File: src/rtl/ppu_tile_sequencer_if.sv
// rtl/ppu_tile_sequencer_if.sv - frame control, load-FSM handshake and group coordinate bundle
interface ppu_tile_sequencer_if;
    logic        frame_start;
    logic [7:0]  scroll_x;
    logic [7:0]  scroll_y;
    logic [1:0]  base_nt;
    logic        fsm_busy;
    logic        fsm_start;
    logic [8:0]  curr_row;
    logic [8:0]  curr_col;
    logic [15:0] nametable_ptr;
    logic [15:0] attr_ptr;
    logic [1:0]  attr_shift;
    logic [2:0]  pattern_table_offset;
    logic        in_frame;
    logic        frame_done;

    modport master (
        input  frame_start, scroll_x, scroll_y, base_nt, fsm_busy,
        output fsm_start, curr_row, curr_col, nametable_ptr, attr_ptr,
               attr_shift, pattern_table_offset, in_frame, frame_done
    );

    modport slave (
        output frame_start, scroll_x, scroll_y, base_nt, fsm_busy,
        input  fsm_start, curr_row, curr_col, nametable_ptr, attr_ptr,
               attr_shift, pattern_table_offset, in_frame, frame_done
    );
endinterface

File: src/rtl/ppu_tile_sequencer.sv
// rtl/ppu_tile_sequencer.sv - row-major 8-pixel group scheduler feeding the PPU VRAM load FSM
module ppu_tile_sequencer #(
    parameter int          NUM_ROWS    = 240,
    parameter logic [15:0] NT_BASE     = 16'h2000,
    parameter logic [15:0] ATTR_OFFSET = 16'h03C0
) (
    input logic                  clk,
    input logic                  rst,
    ppu_tile_sequencer_if.master bus
);

    typedef enum logic [2:0] {IDLE, ISSUE, ACK, WAIT, ADVANCE} state_t;

    state_t      state, state_next;
    logic        accept, issue, advance, last_group;

    logic [2:0]  fx_q;
    logic [4:0]  cx0_q;
    logic [7:0]  sy_q;
    logic        ntx_q, nty_q;
    logic [8:0]  row_q;
    logic [5:0]  grp_q;
    logic [5:0]  last_grp;

    logic [2:0]  f_fx;
    logic [4:0]  f_cx0;
    logic [7:0]  f_sy, sy_clamped;
    logic        f_ntx, f_nty;
    logic [8:0]  row_n;
    logic [5:0]  grp_n;
    logic [5:0]  t;
    logic        hbit, vbit, wrap;
    logic [8:0]  wy_raw;
    logic [7:0]  wy;
    logic [4:0]  cx, cy;
    logic [15:0] nt_off;
    logic [8:0]  col_n;
    logic [15:0] ntp_n, atp_n;

    logic        start_q, done_q, in_frame_q;
    logic [8:0]  row_o, col_o;
    logic [15:0] ntp_o, atp_o;
    logic [1:0]  shift_o;
    logic [2:0]  pto_o;

    assign last_grp   = (fx_q == 3'd0) ? 6'd31 : 6'd32;
    assign last_group = (row_q == 9'(NUM_ROWS - 1)) && (grp_q == last_grp);

    always_ff @(posedge clk or posedge rst) begin
        if (rst) state <= IDLE;
        else     state <= state_next;
    end

    always_comb begin
        state_next = state;
        accept     = 1'b0;
        issue      = 1'b0;
        advance    = 1'b0;
        case (state)
            IDLE: if (bus.frame_start) begin
                accept     = 1'b1;
                state_next = ISSUE;
            end
            ISSUE: if (!bus.fsm_busy) begin
                issue      = 1'b1;
                state_next = ACK;
            end
            // load FSM raises busy one cycle after start, so skip a cycle before watching it
            ACK:  state_next = WAIT;
            WAIT: if (!bus.fsm_busy) state_next = ADVANCE;
            ADVANCE: begin
                advance    = 1'b1;
                state_next = last_group ? IDLE : ISSUE;
            end
            default: state_next = IDLE;
        endcase
    end

    // Coordinates of the group about to be presented; on acceptance the raw inputs stand in for the latches.
    always_comb begin
        sy_clamped = (bus.scroll_y < 8'd240) ? bus.scroll_y : 8'd239;
        f_fx  = accept ? bus.scroll_x[2:0] : fx_q;
        f_cx0 = accept ? bus.scroll_x[7:3] : cx0_q;
        f_sy  = accept ? sy_clamped        : sy_q;
        f_ntx = accept ? bus.base_nt[0]    : ntx_q;
        f_nty = accept ? bus.base_nt[1]    : nty_q;

        if (accept) begin
            row_n = '0;
            grp_n = '0;
        end else if (grp_q == last_grp) begin
            row_n = row_q + 9'd1;
            grp_n = '0;
        end else begin
            row_n = row_q;
            grp_n = grp_q + 6'd1;
        end

        t      = {1'b0, f_cx0} + grp_n;
        cx     = t[4:0];
        hbit   = f_ntx ^ t[5];
        wy_raw = row_n + {1'b0, f_sy};
        wrap   = (wy_raw >= 9'd240);
        wy     = wrap ? 8'(wy_raw - 9'd240) : wy_raw[7:0];
        vbit   = f_nty ^ wrap;
        cy     = wy[7:3];
        nt_off = {4'b0000, vbit, hbit, 10'b0};
        ntp_n  = NT_BASE + nt_off + {6'b0, cy, cx};
        atp_n  = NT_BASE + nt_off + ATTR_OFFSET + {10'b0, cy[4:2], cx[4:2]};
        col_n  = {grp_n, 3'b000} - {6'b0, f_fx};
    end

    always_ff @(posedge clk or posedge rst) begin
        if (rst) begin
            fx_q       <= '0;
            cx0_q      <= '0;
            sy_q       <= '0;
            ntx_q      <= 1'b0;
            nty_q      <= 1'b0;
            row_q      <= '0;
            grp_q      <= '0;
            start_q    <= 1'b0;
            done_q     <= 1'b0;
            in_frame_q <= 1'b0;
            row_o      <= '0;
            col_o      <= '0;
            ntp_o      <= '0;
            atp_o      <= '0;
            shift_o    <= '0;
            pto_o      <= '0;
        end else begin
            start_q <= issue;
            done_q  <= advance && last_group;
            if (accept) begin
                fx_q       <= bus.scroll_x[2:0];
                cx0_q      <= bus.scroll_x[7:3];
                sy_q       <= sy_clamped;
                ntx_q      <= bus.base_nt[0];
                nty_q      <= bus.base_nt[1];
                in_frame_q <= 1'b1;
            end
            if (accept || (advance && !last_group)) begin
                row_q   <= row_n;
                grp_q   <= grp_n;
                row_o   <= row_n;
                col_o   <= col_n;
                ntp_o   <= ntp_n;
                atp_o   <= atp_n;
                shift_o <= {cy[1], cx[1]};
                pto_o   <= wy[2:0];
            end
            if (advance && last_group) begin
                in_frame_q <= 1'b0;
                row_q      <= '0;
                grp_q      <= '0;
            end
        end
    end

    assign bus.fsm_start            = start_q;
    assign bus.frame_done           = done_q;
    assign bus.in_frame             = in_frame_q;
    assign bus.curr_row             = row_o;
    assign bus.curr_col             = col_o;
    assign bus.nametable_ptr        = ntp_o;
    assign bus.attr_ptr             = atp_o;
    assign bus.attr_shift           = shift_o;
    assign bus.pattern_table_offset = pto_o;

endmodule

File: src/flat_wrapper.sv
// flat-port wrapper written by rule: the top's interface ports become plain ports
module ppu_tile_sequencer_flat 
#(
    parameter int          NUM_ROWS    = 240,
    parameter logic [15:0] NT_BASE     = 16'h2000,
    parameter logic [15:0] ATTR_OFFSET = 16'h03C0
)
  (clk, rst, bus_frame_start, bus_scroll_x, bus_scroll_y, bus_base_nt, bus_fsm_busy, bus_fsm_start, bus_curr_row, bus_curr_col, bus_nametable_ptr, bus_attr_ptr, bus_attr_shift, bus_pattern_table_offset, bus_in_frame, bus_frame_done);
  ppu_tile_sequencer_if bus_i ();
  input logic clk;
  input logic rst;
  input wire logic [$bits(bus_i.frame_start)-1:0] bus_frame_start;
  input wire logic [$bits(bus_i.scroll_x)-1:0] bus_scroll_x;
  input wire logic [$bits(bus_i.scroll_y)-1:0] bus_scroll_y;
  input wire logic [$bits(bus_i.base_nt)-1:0] bus_base_nt;
  input wire logic [$bits(bus_i.fsm_busy)-1:0] bus_fsm_busy;
  output wire logic [$bits(bus_i.fsm_start)-1:0] bus_fsm_start;
  output wire logic [$bits(bus_i.curr_row)-1:0] bus_curr_row;
  output wire logic [$bits(bus_i.curr_col)-1:0] bus_curr_col;
  output wire logic [$bits(bus_i.nametable_ptr)-1:0] bus_nametable_ptr;
  output wire logic [$bits(bus_i.attr_ptr)-1:0] bus_attr_ptr;
  output wire logic [$bits(bus_i.attr_shift)-1:0] bus_attr_shift;
  output wire logic [$bits(bus_i.pattern_table_offset)-1:0] bus_pattern_table_offset;
  output wire logic [$bits(bus_i.in_frame)-1:0] bus_in_frame;
  output wire logic [$bits(bus_i.frame_done)-1:0] bus_frame_done;
  assign bus_i.frame_start = bus_frame_start;
  assign bus_i.scroll_x = bus_scroll_x;
  assign bus_i.scroll_y = bus_scroll_y;
  assign bus_i.base_nt = bus_base_nt;
  assign bus_i.fsm_busy = bus_fsm_busy;
  assign bus_fsm_start = bus_i.fsm_start;
  assign bus_curr_row = bus_i.curr_row;
  assign bus_curr_col = bus_i.curr_col;
  assign bus_nametable_ptr = bus_i.nametable_ptr;
  assign bus_attr_ptr = bus_i.attr_ptr;
  assign bus_attr_shift = bus_i.attr_shift;
  assign bus_pattern_table_offset = bus_i.pattern_table_offset;
  assign bus_in_frame = bus_i.in_frame;
  assign bus_frame_done = bus_i.frame_done;
  ppu_tile_sequencer #(.NUM_ROWS(NUM_ROWS), .NT_BASE(NT_BASE), .ATTR_OFFSET(ATTR_OFFSET)) u_core (.clk(clk), .rst(rst), .bus(bus_i));
endmodule
File: config.mk
export PLATFORM = sky130hd
export DESIGN_NAME = ppu_tile_sequencer_flat
export DESIGN_NICKNAME = d
export VERILOG_FILES = /design/src/rtl/ppu_tile_sequencer_if.sv /design/src/rtl/ppu_tile_sequencer.sv /design/src/flat_wrapper.sv
export SDC_FILE = /design/constraint.sdc
export NUM_CORES = 1
export LEC_CHECK = 0
export BUFFER_PORTS_ARGS = -buffer_cell sky130_fd_sc_hd__buf_2
export CELL_PAD_IN_SITES_DETAIL_PLACEMENT = 0
export CELL_PAD_IN_SITES_GLOBAL_PLACEMENT = 1
export CORE_MARGIN = 8
export CORE_UTILIZATION = 39
export DETAILED_ROUTE_END_ITERATION = 6
export GPL_TIMING_DRIVEN = 0
export HOLD_SLACK_MARGIN = 0.05
export PLACE_DENSITY_LB_ADDON = 0.3
export SYNTH_ARGS = -nofsm -noshare
export SYNTH_HDL_FRONTEND = slang
export SYNTH_SLANG_ARGS = --single-unit
File: constraint.sdc
create_clock -name clk -period 12.6 [get_ports clk]
set_input_delay 0.63 -clock clk [delete_from_list [all_inputs] [get_ports clk]]
set_output_delay 0.63 -clock clk [all_outputs]
set_load 0.01 [all_outputs]
Word level (Yosys, flattened, before mapping)

Cells that the tools add are included.

Register bits: 94
Latch bits: 0
Memory bits (writable): 0
Bits in read-only memories: 0
Output and inout port bits: 58
Memories: 0

Add/sub/neg operators: 10
$mul: 0
Div/mod/pow operators: 0
$lt $le $gt $ge: 2
Equal/unequal tests: 9
Shift-type cells: 0
Multiplexer cells: 28
Bitwise logic cells: 2
Reductions and logical operators: 10

Operators by type and width:

| operator               | number |
|---|---|
| $mux 9                 | 4 |
| $mux 6                 | 5 |
| $mux 8                 | 3 |
| $add 16x10->16         | 1 |
| $add 16x10->16 const B | 1 |
| $add 16x6->16          | 1 |
| $add 14x12->15 const A | 1 |
| $pmux 3 s5             | 1 |
| $mux 3                 | 4 |
| $mux 1                 | 10 |
| $add 9x1->9 const B    | 1 |
| $add 9x8->9            | 1 |
| $eq 9x8->1 const B     | 1 |
| $ge 9x8->1 const B     | 1 |
| $sub 9x3->9            | 1 |
| $lt 8x8->1 const B     | 1 |
| $sub 8x8->8 const B    | 1 |
| $add 5x6->6            | 1 |
| $add 6x1->6 const B    | 1 |
| $eq 3x2->1 const B     | 2 |
| $eq 6x6->1             | 1 |
| $logic_not 3->1        | 2 |
| $ne 2x2->1 const B     | 3 |
| $mux 5                 | 1 |
| 8 further kinds        | 12 |

Logic depth before layout (Yosys ltp)

Gate-level depths: netlist (run 1).

Word-level depth: 11
Depth in mapped cells: 17
Mapped depth without buffers: 15

Least setup slack after synthesis (run 1)

OpenSTA, ideal clock, no wires.

Kind: flip-flop to flip-flop
From: register u_core.grp_q[0]
To: register u_core.atp_o[11], in the netlist u_core.bus.attr_ptr[11]
Library setup time: 0.069 ns
Data arrival time: 4.160 ns
Required time: 12.531 ns
Path slack: 8.371 ns
Stages on the path, launching flop included: 17
Buffers on the path: 2
Cells stage by stage: dfrtp_1 > buf_6 > or4b_4 > nor3_4 > nor2_2 > or3_1 > clkbuf_2 > or2_1 > xor2_1 > nor2_1 > ha_1 > or4_1 > a21o_1 > a32oi_1 > a31oi_4 > or4b_1 > nand3_1

Cells in the longest elaborated chain, start to end: 9
Elaborated cells on any way between the ends: 20

RTL lines:

| what                     | RTL line                  | text |
|---|---|---|
| start: declaration       | ppu_tile_sequencer.sv:22  | `logic [5:0] grp_q;` |
| start signal: assignment | ppu_tile_sequencer.sv:144 | `grp_q <= grp_n;` |
| $eq 6x6->1 (*)           | ppu_tile_sequencer.sv:91  | `end else if (grp_q == last_grp) begin` |
| $mux 9 (*)               | ppu_tile_sequencer.sv:91  |  |
| $mux 9 (*)               | ppu_tile_sequencer.sv:88  | `if (accept) begin` |
| via u_core.row_n[7]      | ppu_tile_sequencer.sv:29  | `logic [8:0] row_n;` |
| $add 9x8->9 (*)          | ppu_tile_sequencer.sv:102 | `wy_raw = row_n + {1'b0, f_sy};` |
| $ge 9x8->1               | ppu_tile_sequencer.sv:103 | `wrap = (wy_raw >= 9'd240);` |
| $xor 1x1->1              | ppu_tile_sequencer.sv:105 | `vbit = f_nty ^ wrap;` |
| $add 14x12->15           | ppu_tile_sequencer.sv:109 | `atp_n = NT_BASE + nt_off + ATTR_OFFSET + {10'b0, cy[4:2], cx[4:2]};` |
| $add 16x10->16           | ppu_tile_sequencer.sv:109 |  |
| $add 16x6->16 (*)        | ppu_tile_sequencer.sv:109 |  |
| end signal: assignment   | ppu_tile_sequencer.sv:148 | `atp_o <= atp_n;` |
| end: declaration         | ppu_tile_sequencer.sv:42  | `logic [15:0] ntp_o, atp_o;` |

The timed path passes the listed nets; every way through them passes the cells marked *.
A chain may end at the register's enable or synchronous reset.

Final worst setup path (run 1)

From: register u_core.state[2]
To: register u_core.ntp_o[6], in the netlist u_core.bus.nametable_ptr[6]

Cells in the longest elaborated chain, start to end: 7
Elaborated cells on any way between the ends: 16

RTL lines:

| what                                      | RTL line                                             | text |
|---|---|---|
| start: declaration                        | ppu_tile_sequencer.sv:14                             | `state_t state, state_next;` |
| start signal: assignment                  | ppu_tile_sequencer.sv:51                             | `else state <= state_next;` |
| $logic_not 3->1 (*)                       | ppu_tile_sequencer.sv:59                             | `case (state)` |
| $mux 1 (*)                                | ppu_tile_sequencer.sv:59                             |  |
| $mux 8 (*)                                | ppu_tile_sequencer.sv:84                             | `f_sy = accept ? sy_clamped : sy_q;` |
| via u_core.f_sy[0]                        | ppu_tile_sequencer.sv:27                             | `logic [7:0] f_sy, sy_clamped;` |
| $add 9x8->9 (*)                           | ppu_tile_sequencer.sv:102                            |  |
| $sub 8x8->8 or $ge 9x8->1 (tied branches) | ppu_tile_sequencer.sv:104, ppu_tile_sequencer.sv:103 |  |
| $mux 8 (*)                                | ppu_tile_sequencer.sv:104                            | `wy = wrap ? 8'(wy_raw - 9'd240) : wy_raw[7:0];` |
| $add 16x10->16 (*)                        | ppu_tile_sequencer.sv:108                            | `ntp_n = NT_BASE + nt_off + {6'b0, cy, cx};` |
| end signal: assignment                    | ppu_tile_sequencer.sv:147                            | `ntp_o <= ntp_n;` |
| end: declaration                          | ppu_tile_sequencer.sv:42                             |  |

Marked as above.

==> impl_results.md, run 1 <==
- Total of buffers placed on input and output ports: 73
- Post-placement cell count: approximately 690
- Insertion delay of the later-clocked pin in the worst-skew pair: 0.37 ns
- Most used standard cell by instance count after synthesis: sky130_fd_sc_hd__nand2_1
- Iteration-0 DRC count of the detailed router: 116
- Footprint of the flip-flops and latches: 1830 um^2
- Setup crit start kind: flip-flop
- Clock tree from TritonCTS: built
- Number of top-level design ports: 80
- Postcts setup bufs: 0
- Via count of the first global-routing pass: 3728
- Filler Cell Count: around 1100
- RSZ-0062 raised after global routing: no
- Worst Path Max Fanout: 10
- Synthesized instance count: roughly 470
- Overall fraction of global-route tracks in use: 0.163
- Combinational share of power: 0.456
- Slew Limit Headroom: 0.464
- Standard-cell row count: 38
- Clock-pin slew reported for the worst setup and hold paths after clock tree synthesis: about 0.090 ns
- Placer Congestion: approximately 0.84
- List of most frequent post-synthesis cells: 80 x sky130_fd_sc_hd__nand2_1, 73 x sky130_fd_sc_hd__dfrtp_1, 46 x sky130_fd_sc_hd__nor2_1
- Portion of total power attributed to the clock network: 0.209
- Hold buffer count at cts: 0
- Wire length of the first global-routing pass: around 19000 um
- Largest net degree at the start of global routing: between 40 and 50
- Global-route met2 utilization: 0.278
- Clock tree root driver cell: sky130_fd_sc_hd__clkbuf_8
- Total count of hold-check failures in the final report: 0
- Sum Neg Setup Slack: 0 ns
- Detailed Place HPWL: approximately 8700 um
- Drt via density: ~5.1
- Drt wl/cell: ~16 um
- Post-synthesis to final-layout area growth: 19.3%
- Clock H-tree levels: 3
- Global-route met3 utilization: 0.0350
- Number of antenna violations at the first check in global routing: 0
- Count of maximum capacitance violations: 0
- Most Crowded Layer GR: met2
- PD cells: around 210 nW/um^2
- Status: completed
- Per-instance average area after synthesis: around 9 um^2
- Data required time at the worst endpoint: approximately 13 ns
- Net count, final: 603
- Number of clock sinks seen by CTS: 73
- Static leakage: 0.00246 uW
- Reg power frac: 0.335
- Post-cts sizing count: 0
- Routed wire length: around 11000 um
- Synth Cell Area: around 4300 um^2
- Floorplan die width: about 120 um
- Number of antenna repair diodes: 0
- Worst path arrival time: about 5.4 ns
- Initial Util: 0.397
- Internal cell power: around 650 uW
- Routed Antenna Nets: 0
- Area contributors post-synth: sky130_fd_sc_hd__dfrtp_1 43%, sky130_fd_sc_hd__nand2_1 7.0%, sky130_fd_sc_hd__ha_1 4.7%
- EDFF count, synth: 0
- Transition at the pin with the smallest max-transition slack: around 0.79 ns
- Area enclosed by the die boundary: between 10000 and 15000 um^2
- Met1 track demand over resource in global routing: 0.200
- Fin crit period: 5.15 ns
- Multi-input combinational cell area: between 2000 and 2500 um^2
- Type of the worst setup path: reg -> reg
- Count of unique library cells instantiated by Yosys: slightly below 60
- Final standard cell count with taps included and fillers excluded: roughly 710
- Worst supply voltage drop on vdd: 0.0000831 V
- Die height: 121 um
- Total net switching power: roughly 420 uW
- Share of flip-flops with an asynchronous set or reset after synthesis: 1.00
- Via count: ~3600
- Remaining DRCs: 0
- Fraction of synthesized cell area taken by the top area cell type: 0.428
- Critical Path Sink Type: flip-flop
- Num CTS Buffers: 9
- Core area: between 10000 and 15000 um^2
- Type of the most critical hold path: in -> async
- Number of failing setup endpoints in the final timing report: 0
- Dominant cell type by area after synthesis: sky130_fd_sc_hd__dfrtp_1
- Maximum clock rate: between 150 and 200 MHz
- Synthesis Warnings: 0
- Part of the Yosys area used for sequential elements: 0.428
- Ratio of cells with drive above 1 in the final layout: 0.215
- Max-slew violations: 0
- Detailed-routing iteration count for the pre-antenna-repair pass: 4
- Dominant register cell in the synthesized netlist: sky130_fd_sc_hd__dfrtp_1
- Seq cells post-synth: 73
- Final critical-path share of the clock period: 0.409
- Total congestion overflow: 0
- Buffer levels on the longest clock path: 2
- Setup clock skew after layout: between 0.015 and 0.02 ns
- Net switching share of the total power: 0.395
critical path: stages (launching register included):
cell and delay, ns:
sky130_fd_sc_hd__dfrtp_1 0.37, sky130_fd_sc_hd__clkbuf_1 0.18, sky130_fd_sc_hd__nor4b_1 0.74, sky130_fd_sc_hd__clkbuf_1 0.49
sky130_fd_sc_hd__clkbuf_1 0.43, sky130_fd_sc_hd__nand2_1 0.22, sky130_fd_sc_hd__o22a_1 0.24, sky130_fd_sc_hd__ha_1 0.22
sky130_fd_sc_hd__fa_1 0.44, sky130_fd_sc_hd__a211o_1 0.32, sky130_fd_sc_hd__a21oi_1 0.39, sky130_fd_sc_hd__nand3b_1 0.19
sky130_fd_sc_hd__nor4_1 0.53, sky130_fd_sc_hd__o211ai_1 0.15, sky130_fd_sc_hd__o211a_1 0.15
cell families (layout without fill, tap and decap cells):
| group | Yosys count | in the layout | share of synthesized area |
|---|---|---|---|
| multiplexers | 3 | 3 | 0.00704 |
| XOR/XNOR | 29 | 29 | 0.0630 |
| flip-flops | 73 | 73 | 0.428 |
| other | 1 | 6 | 0.000879 |
| buffers and inverters | 50 | 140 | 0.0645 |
| AND/OR/NAND/NOR | 201 | 201 | 0.228 |
| adder cells (fa/ha/maj) | 18 | 18 | 0.0563 |
| AO/OA/AOI/OAI | 98 | 98 | 0.152 |
state kept, by name (all words and copies together), names as in the netlist, 5 cells and up:
signal / count
u_core.row_q: 9
u_core.bus.curr_col: 9
u_core.bus.curr_row: 9
u_core.bus.attr_ptr: 9
u_core.cx0_q: 5
u_core.sy_q: 8
u_core.grp_q: 6
layout by cell type (no fill, tap or decap), drive strengths merged, types with 2 or more instances in the layout:
| master | synthesis | layout |
|---|---|---|
| and3 | 2 | 2 |
| nand2b | 6 | 6 |
| a21oi | 25 | 25 |
| nor3 | 13 | 13 |
| or4b | 4 | 4 |
| nor2b | 3 | 3 |
| mux2i | 3 | 3 |
| nor4 | 2 | 2 |
| nand2 | 80 | 80 |
| nor2 | 47 | 47 |
| dfrtp | 73 | 73 |
| clkbuf | 18 | 29 |
| a31oi | 5 | 5 |
| clkinv | 0 | 2 |
| ha | 16 | 16 |
| nand4 | 5 | 5 |
| xnor2 | 15 | 15 |
| o21bai | 2 | 2 |
| nand3 | 11 | 11 |
| o22a | 4 | 4 |
| o211ai | 2 | 2 |
| o21ai | 25 | 25 |
| and2 | 6 | 6 |
| and3b | 2 | 2 |
| or3 | 5 | 5 |
| buf | 23 | 97 |
| o21a | 4 | 4 |
| bufinv | 0 | 3 |
| or2 | 4 | 4 |
| nand3b | 3 | 3 |
| inv | 9 | 9 |
| fa | 2 | 2 |
| a22o | 5 | 5 |
| a21o | 9 | 9 |
| xor2 | 13 | 13 |
| a211oi | 9 | 9 |
| or4 | 5 | 5 |
| conb | 1 | 6 |
| a211o | 2 | 2 |
| o31ai | 2 | 2 |
worst paths after layout:
path | depth (start not counted) | endpoint | slack (ns) | start
setup / recovery | 14 | u_core.bus.nametable_ptr[6] | 7.45 | u_core.state[2]
hold / removal | 2 | u_core.grp_q[2] | 0.26 | rst
setup reg to reg | 14 | u_core.bus.nametable_ptr[6] | 7.45 | u_core.state[2]
hold reg to reg | 2 | u_core.bus.curr_col[1] | 0.47 | u_core.bus.curr_col[1]
max in group asynchronous | 3 | u_core.bus.attr_ptr[5] | 11.78 | rst
min in group clk | 2 | u_core.bus.curr_col[1] | 0.47 | u_core.bus.curr_col[1]
power by group through the flow:
stage / Combinational [uW] / Clock [uW] / Sequential, uW
2_1_floorplan: 317 / 0 / 378
3_3_place_gp: 485 / 0 / 361
3_5_place_dp: 493 / 0 / 365
4_1_cts: 496 / 229 / 361
5_1_grt: 552 / 241 / 369
6_report: 488 / 224 / 359
per-stage QoR:
step	hold WS, ns	total power, uW	worst slack (ns)	area [um^2]	utilization
3_5_place_dp	0.455	859	7.31	4860	0.452
3_3_place_gp	0.452	846	7.33	4830	0.449
6_report	0.263	1070	7.45	5090	0.474
4_1_cts	0.273	1090	7.41	5090	0.474
2_1_floorplan	0.444	696	8.37	4290	-
5_1_grt	0.301	1160	7.04	5090	0.474
final cells by class:
cell class,count,area share
Clock inverter,5,0.0204
Buffer,41,0.0474
Timing Repair Buffer,74,0.0771
Sequential cell,73,0.359
Multi-Input combinational cell,355,0.429
Tap cell,140,0.0344
Inverter,9,0.00713
Clock buffer,11,0.0258
metal layers:
metal,routed length [um],up-vias
li1,-,1797
met1,4980,1760
met2,5690,70
met3,513,16
met4,194,0
met5,0,-
No activity file was read; power rests on OpenSTA's default activity.
==> inputs of run 2 (changes only) <==
--- a/config.mk
+++ b/config.mk
@@ -9,7 +9,7 @@
 export CELL_PAD_IN_SITES_DETAIL_PLACEMENT = 0
 export CELL_PAD_IN_SITES_GLOBAL_PLACEMENT = 1
 export CORE_MARGIN = 8
-export CORE_UTILIZATION = 39
+export CORE_UTILIZATION = 38
 export DETAILED_ROUTE_END_ITERATION = 6
 export GPL_TIMING_DRIVEN = 0
 export HOLD_SLACK_MARGIN = 0.05
==> constraint.sdc (replaced) <==
create_clock -name clk -period 4.7 [get_ports clk]
set_input_delay 0.235 -clock clk [delete_from_list [all_inputs] [get_ports clk]]
set_output_delay 0.235 -clock clk [all_outputs]
set_load 0.01 [all_outputs]
==> impl_results.md, run 2 (synthesis gave the netlist of run 1 again) <==
- Number of top-level design ports: 80 (unchanged)
- Drt wl/cell: 15.9 um (-1.2%)
- Fin crit period: 4.48 ns (-0.666 ns)
- Core area: 10900 um^2 (+1.3%)
- Worst Path Max Fanout: 10 (unchanged)
- Reg power frac: 0.335 (about the same)
- Via count: 3648 (+0.14%)
- Type of the most critical hold path: in -> reg
- Via count of the first global-routing pass: 3700 (-0.75%)
- Type of the worst setup path: reg -> reg
- Final critical-path share of the clock period: 0.954 (+0.545)
- Worst path arrival time: 4.78 ns (-0.63 ns)
- Floorplan die width: 122 um (+1.1%)
- Post-synthesis to final-layout area growth: 21.5%
- Overall fraction of global-route tracks in use: 0.155 (-0.00817)
- Final hold slack: 0.0943 ns (-0.168 ns)
- Filler Cell Count: 1063 (-4.2%)
- Clock H-tree levels: 3 (unchanged)
- Count of maximum capacitance violations: 0 (unchanged)
- Commonest cells after routing, fill and taps aside: 80 x sky130_fd_sc_hd__nand2_1, 73 x sky130_fd_sc_hd__buf_2, 73 x sky130_fd_sc_hd__dfrtp_1, 46 x sky130_fd_sc_hd__nor2_1, 26 x sky130_fd_sc_hd__buf_4
- Total net switching power: 1150 uW (+170%)
- Routed Antenna Nets: 0 (unchanged)
- PD cells: 554 nW/um^2 (+160%)
- Setup clock skew after layout: 0.00902 ns (-0.00788 ns)
- Number of failing setup endpoints in the final timing report: 0 (unchanged)
- Standard-cell row count: 38 (unchanged)
- Buffer levels on the longest clock path: 2 (unchanged)
- Met1 wire length: 5090 um (+2.3%)
- Number of antenna repair diodes: 0 (unchanged)
- Sum of met3 wire segment lengths after detailed routing: 638 um (+24%)
- Clock tree root driver cell: sky130_fd_sc_hd__clkbuf_8
- Routed wire length on met2: 5440 um (-4.5%)
- Clock tree from TritonCTS: built
- Cell with the biggest individual delay on the critical path: sky130_fd_sc_hd__or4b_4
- Crit path cell chain: buf_6 -> or4b_4 -> nor3_4 -> nor2_4 -> or3_1 -> clkbuf_2 -> or2_4 -> xor2_2 -> nor2_1 -> ha_1 -> or4_1 -> a21o_1 -> a32oi_2 -> a31oi_4 -> or4b_1 -> nand3_1
- Final Total Pwr: 2870 uW (+170%)
- Drt via density: 5.12 (-0.43%)
- Status: completed
- Placed instance area: 4860 um^2 (unchanged)
- Setup crit start kind: flip-flop
- Ratio of cells with drive above 1 in the final layout: 0.238 (+0.0230)
- Cell area after layout: 5180 um^2 (+1.8%)
- Topmost layer with routed signal wires: met4
- Portion of total power attributed to the clock network: 0.199 (-0.010)
- Fin worst setup slack: 0.217 ns (-7.23 ns)
- Number of clock sinks seen by CTS: 73 (unchanged)
- Net switching share of the total power: 0.399 (+0.00450)
- Worst supply voltage drop on vdd: 0.000229 V (+180%)
- Data required time at the worst endpoint: 5.00 ns (-7.86 ns)
- Placer Congestion: 0.794 (-5.5%)
- Die height: 122 um (+1.1%)
- Maximum clock rate: 223 MHz (+15%)
- Most common library cell in the layout ignoring fill and taps: sky130_fd_sc_hd__nand2_1
- Detailed Place HPWL: 8570 um (-1.7%)
- Critical path's largest stage delay: 0.56 ns (-0.18 ns)
- Routed wire length: 11300 um (-0.62%)
- Total count of hold-check failures in the final report: 0 (unchanged)
- Total of buffers placed on input and output ports: 73 (unchanged)
- Insertion delay of the later-clocked pin in the worst-skew pair: 0.36 ns (about the same)
- Max-slew violations: 0 (unchanged)
- Detailed-routing iteration count for the pre-antenna-repair pass: 4 (unchanged)
- Largest net degree at the start of global routing: 71 (+61%)
- Remaining DRCs: 0 (unchanged)
- Number of antenna violations at the first check in global routing: 0 (unchanged)
- Slew Limit Headroom: 0.543 (+0.0788)
- Num CTS Buffers: 9 (unchanged)
- Total congestion overflow: 0 (unchanged)
- Internal cell power: 1720 uW (+170%)
- Initial Util: 0.392 (-0.00520)
- Clock-pin slew reported for the worst setup and hold paths after clock tree synthesis: 0.08 ns (about the same)
- Net count, final: 607 (+0.66%)
- Wire length of the first global-routing pass: 18400 um (-3.3%)
- Combinational share of power: 0.466 (+0.010)
- Static leakage: 0.00250 uW (+1.4%)
- Critical Path Sink Type: flip-flop
- Iteration-0 DRC count of the detailed router: 232 (+100%)
- Worst setup slack after placement: -0.516 ns (-7.83 ns)
- Area enclosed by the die boundary: 14900 um^2 (+2.3%)
- Transition at the pin with the smallest max-transition slack: 0.682 ns (-0.110 ns)
## run 2: changes by cell type in the layout (fill, tap and decap cells not counted), moves of 2 or more
cell,delta
sky130_fd_sc_hd__clkbuf_8,+2
sky130_fd_sc_hd__clkinvlp_4,+2
sky130_fd_sc_hd__buf_4,+5
sky130_fd_sc_hd__clkbuf_1,-4
## run 2: layout make-up
class                      count  area, um^2  area share
tap                          140         175      0.0338
clock buffer                  12         155      0.0299
inverter                       9        36.3     0.00700
buffer                        39         235      0.0454
multi-input combinational    355        2240       0.432
sequential                    73        1830       0.352
clock inverter                 4        75.1      0.0145
timing repair buffer          80         440      0.0850
## run 2: repair_timing
item,in CTS,in global routing
endpoints found under the setup margin,5,4
resized for setup,2,8
hold buffers,1,0
endpoints found under the hold margin,73,0
buffers inserted,0,5
pin swaps,0,4
## run 2: power by group through the flow
stage                     Combinational (uW)  Clock (uW)  Sequential (uW)
final                                   1340         571              962
after global routing                    1500         611              991
after CTS                               1340         585              967
after detailed placement                1330           0              978
after global placement                  1310           0              966
after floorplan                          851           0             1010
## run 2: per-layer routing
metal  vias up  track usage
met4         0       0.0416
met2        66        0.258
met5         -            0
met1      1765        0.195
met3        13       0.0389
li1       1804            -
## run 2: path summary, 6_finish.rpt
kind	from	to	slack, ns	cells past startpoint
worst max register to register	u_core.grp_q[0]	u_core.bus.attr_ptr[11]	0.22	16
worst min register to register	u_core.bus.pattern_table_offset[0]	u_core.bus.pattern_table_offset[0]	0.47	2
worst max-delay path	u_core.grp_q[0]	u_core.bus.attr_ptr[11]	0.22	16
worst min-delay path	bus_scroll_x[6]	u_core.cx0_q[3]	0.09	3
max in group asynchronous	rst	u_core.bus.curr_col[1]	3.89	4
min in group asynchronous	rst	u_core.bus.fsm_start	0.29	3
## run 2: worst max-delay path, delay by kind of cell, from the launching register on
kind,cells,cell delay (ns)
and+or+nand+nor,9,2.75
AOI/OAI and AO/OA,3,0.59
DFF,1,0.39
buffers and inverters,2,0.30
adders and majority gates,1,0.23
xor gates and xnor gates,1,0.15
## run 2: per-stage QoR
step           TNS [ns]  cells   util
2_1_floorplan         0    478      -
3_3_place_gp      -2.12    691  0.443
3_5_place_dp      -2.04    692  0.446
4_1_cts               0    708  0.469
5_1_grt         -0.0242    712  0.476
6_report              0    712  0.476
==> inputs of run 3 (changes only) <==
--- a/config.mk
+++ b/config.mk
@@ -13,7 +13,7 @@
 export DETAILED_ROUTE_END_ITERATION = 6
 export GPL_TIMING_DRIVEN = 0
 export HOLD_SLACK_MARGIN = 0.05
-export PLACE_DENSITY_LB_ADDON = 0.3
+export PLACE_DENSITY = 0.8
 export SYNTH_ARGS = -nofsm -noshare
 export SYNTH_HDL_FRONTEND = slang
 export SYNTH_SLANG_ARGS = --single-unit
==> impl_results.md, run 3 (synthesis gave the netlist of run 1 again) <==
- Fin crit period: 4.60 ns (+0.117 ns)
- Net count, final: 607 (unchanged)
- Clock tree from TritonCTS: built
- Final Total Pwr: 2870 uW (about the same)
- Total count of hold-check failures in the final report: 0 (unchanged)
- Clock-pin slew reported for the worst setup and hold paths after clock tree synthesis: 0.09 ns (about the same)
- Footprint of the flip-flops and latches: 1830 um^2 (unchanged)
- Total of buffers placed on input and output ports: 73 (unchanged)
- Detailed-routing iteration count for the pre-antenna-repair pass: 5 (+1)
- Cell with the biggest individual delay on the critical path: sky130_fd_sc_hd__or4b_4
- Most common library cell in the layout ignoring fill and taps: sky130_fd_sc_hd__nand2_1
- Overall fraction of global-route tracks in use: 0.158 (+0.00346)
- Number of antenna repair diodes: 0 (unchanged)
- Critical path's largest stage delay: 0.56 ns (about the same)
- Commonest cells after routing, fill and taps aside: 80 x sky130_fd_sc_hd__nand2_1, 73 x sky130_fd_sc_hd__buf_2, 73 x sky130_fd_sc_hd__dfrtp_1, 46 x sky130_fd_sc_hd__nor2_1, 25 x sky130_fd_sc_hd__o21ai_0
- Post-placement cell count: 692 (unchanged)
- Filler Cell Count: 1059 (-0.38%)
- Maximum clock rate: 217 MHz (-2.5%)
- Remaining DRCs: 0 (unchanged)
- Drt via density: 5.18 (+1.2%)
- Ratio of cells with drive above 1 in the final layout: 0.243 (+0.00524)
- Number of clock sinks seen by CTS: 73 (unchanged)
- Status: completed
- Final hold slack: 0.110 ns (+0.0154 ns)
- Floorplan die width: 122 um (unchanged)
- Fin worst setup slack: 0.100 ns (-0.117 ns)
- Sum of met3 wire segment lengths after detailed routing: 696 um (+9.1%)
- Largest net degree at the start of global routing: 42 (-41%)
- Iteration-0 DRC count of the detailed router: 166 (-28%)
- Data required time at the worst endpoint: 5.00 ns (about the same)
- Clock H-tree levels: 3 (unchanged)
- Type of the most critical hold path: in -> reg
- Via count of the first global-routing pass: 3735 (+0.95%)
- PD cells: 552 nW/um^2 (-0.27%)
- Max-slew violations: 0 (unchanged)
- Critical Path Sink Type: flip-flop
- Post-synthesis to final-layout area growth: 21.7%
- Via count: 3690 (+1.2%)
- Wire length of the first global-routing pass: 18800 um (+2.3%)
- Area enclosed by the die boundary: 14900 um^2 (unchanged)
- Number of top-level design ports: 80 (unchanged)
- Met1 wire length: 5340 um (+5.0%)
- Count of maximum capacitance violations: 0 (unchanged)
- Total congestion overflow: 0 (unchanged)
- Initial Util: 0.392 (unchanged)
- CP delay by family, top: simple AND/OR/NAND/NOR gates
- Number of failing setup endpoints in the final timing report: 0 (unchanged)
- Buffer levels on the longest clock path: 2 (unchanged)
- Slew Limit Headroom: 0.526 (-0.0171)
- Static leakage: 0.00250 uW (about the same)
- Type of the worst setup path: reg -> reg
- Sum Neg Setup Slack: 0 ns (unchanged)
- Insertion delay of the later-clocked pin in the worst-skew pair: 0.36 ns (about the same)
- Number of antenna violations at the first check in global routing: 0 (unchanged)
- Routed Antenna Nets: 0 (unchanged)
- Final critical-path share of the clock period: 0.979 (+0.0249)
- Core area: 10900 um^2 (unchanged)
- Drt wl/cell: 16.5 um (+3.9%)
- Clock tree root driver cell: sky130_fd_sc_hd__clkbuf_8
- Topmost layer with routed signal wires: met4
- Worst setup slack after placement: -0.613 ns (-0.0971 ns)
- Transition at the pin with the smallest max-transition slack: 0.708 ns (+0.0260 ns)
- Num CTS Buffers: 9 (unchanged)
- Setup clock skew after layout: 0.0123 ns (+0.00327 ns)
- Multi-input combinational cell area: 2280 um^2 (+1.8%)
- Detailed Place HPWL: 8650 um (+0.96%)
- Die height: 122 um (unchanged)
- Final standard cell count with taps included and fillers excluded: 712 (unchanged)
- Standard-cell row count: 38 (unchanged)
- Routed wire length: 11700 um (+3.9%)
- Worst path arrival time: 4.90 ns (+0.12 ns)
- Buffers & Inverters on Critical Path: 2 (unchanged)
- Crit path cell chain: buf_6 -> or4b_4 -> nor3_4 -> nor2_4 -> or3_1 -> clkbuf_2 -> or2_4 -> xor2_2 -> nor2_1 -> ha_1 -> or4_1 -> a21o_1 -> a32oi_4 -> a31oi_4 -> or4b_1 -> nand3_1
- Worst Path Max Fanout: 10 (unchanged)
- Placer Congestion: 0.855 (+7.7%)
- Routed wire length on met2: 5570 um (+2.4%)
- Setup crit start kind: flip-flop
- Worst supply voltage drop on vdd: 0.000237 V (+3.6%)
-- run 3: stage by stage --
stage / utilization / cell area [um^2]
finish: 0.477 / 5190
global route: 0.477 / 5190
CTS: 0.467 / 5090
detailed placement: 0.445 / 4850
global placement: 0.443 / 4830
floorplan: - / 4290
-- run 3: path summary, 6_finish.rpt --
kind / start / end / slack [ns] / cells after the start
worst max-delay path: u_core.grp_q[0] / u_core.bus.attr_ptr[11] / 0.10 / 16
worst min-delay path: bus_scroll_x[5] / u_core.cx0_q[2] / 0.11 / 3
worst max register to register: u_core.grp_q[0] / u_core.bus.attr_ptr[11] / 0.10 / 16
worst min register to register: u_core.bus.pattern_table_offset[1] / u_core.bus.pattern_table_offset[1] / 0.47 / 2
max in group asynchronous: rst / u_core.bus.attr_ptr[10] / 3.71 / 4
min in group asynchronous: rst / u_core.row_q[3] / 0.43 / 3
-- run 3: layout make-up --
type | count | area share
buffer | 40 | 0.0463
clock buffer | 9 | 0.0238
clock inverter | 7 | 0.0181
inverter | 9 | 0.00699
multi-input combinational | 356 | 0.439
sequential | 73 | 0.352
tap | 140 | 0.0337
timing repair buffer | 78 | 0.0805
-- run 3: worst min-delay path: stages --
cell	delay, ns
sky130_fd_sc_hd__buf_2	0.07
sky130_fd_sc_hd__nand2_1	0.04
sky130_fd_sc_hd__nand2_1	0.08
-- run 3: repair_timing --
action / 4_1_cts / 5_1_grt
gates resized for setup: 3 / 12
cloned: 0 / 1
hold buffers: 1 / 0
endpoints found under the setup margin: 5 / 4
hold endpoints to repair: 32 / 0
buffers inserted: 0 / 3
pin swaps: 0 / 5
-- run 3: power by group --
part / internal [uW] / total [uW] / switching [uW] / leakage, uW
combinational: 550 / 1340 / 790 / 0.00147
clock: 299 / 559 / 260 / 0.000106
sequential: 843 / 968 / 126 / 0.000922
-- run 3: per-layer routing --
layer | GRT usage | up-vias
li1 | - | 1798
met1 | 0.208 | 1778
met2 | 0.251 | 102
met3 | 0.0416 | 12
met4 | 0.0439 | 0
met5 | 0 | -
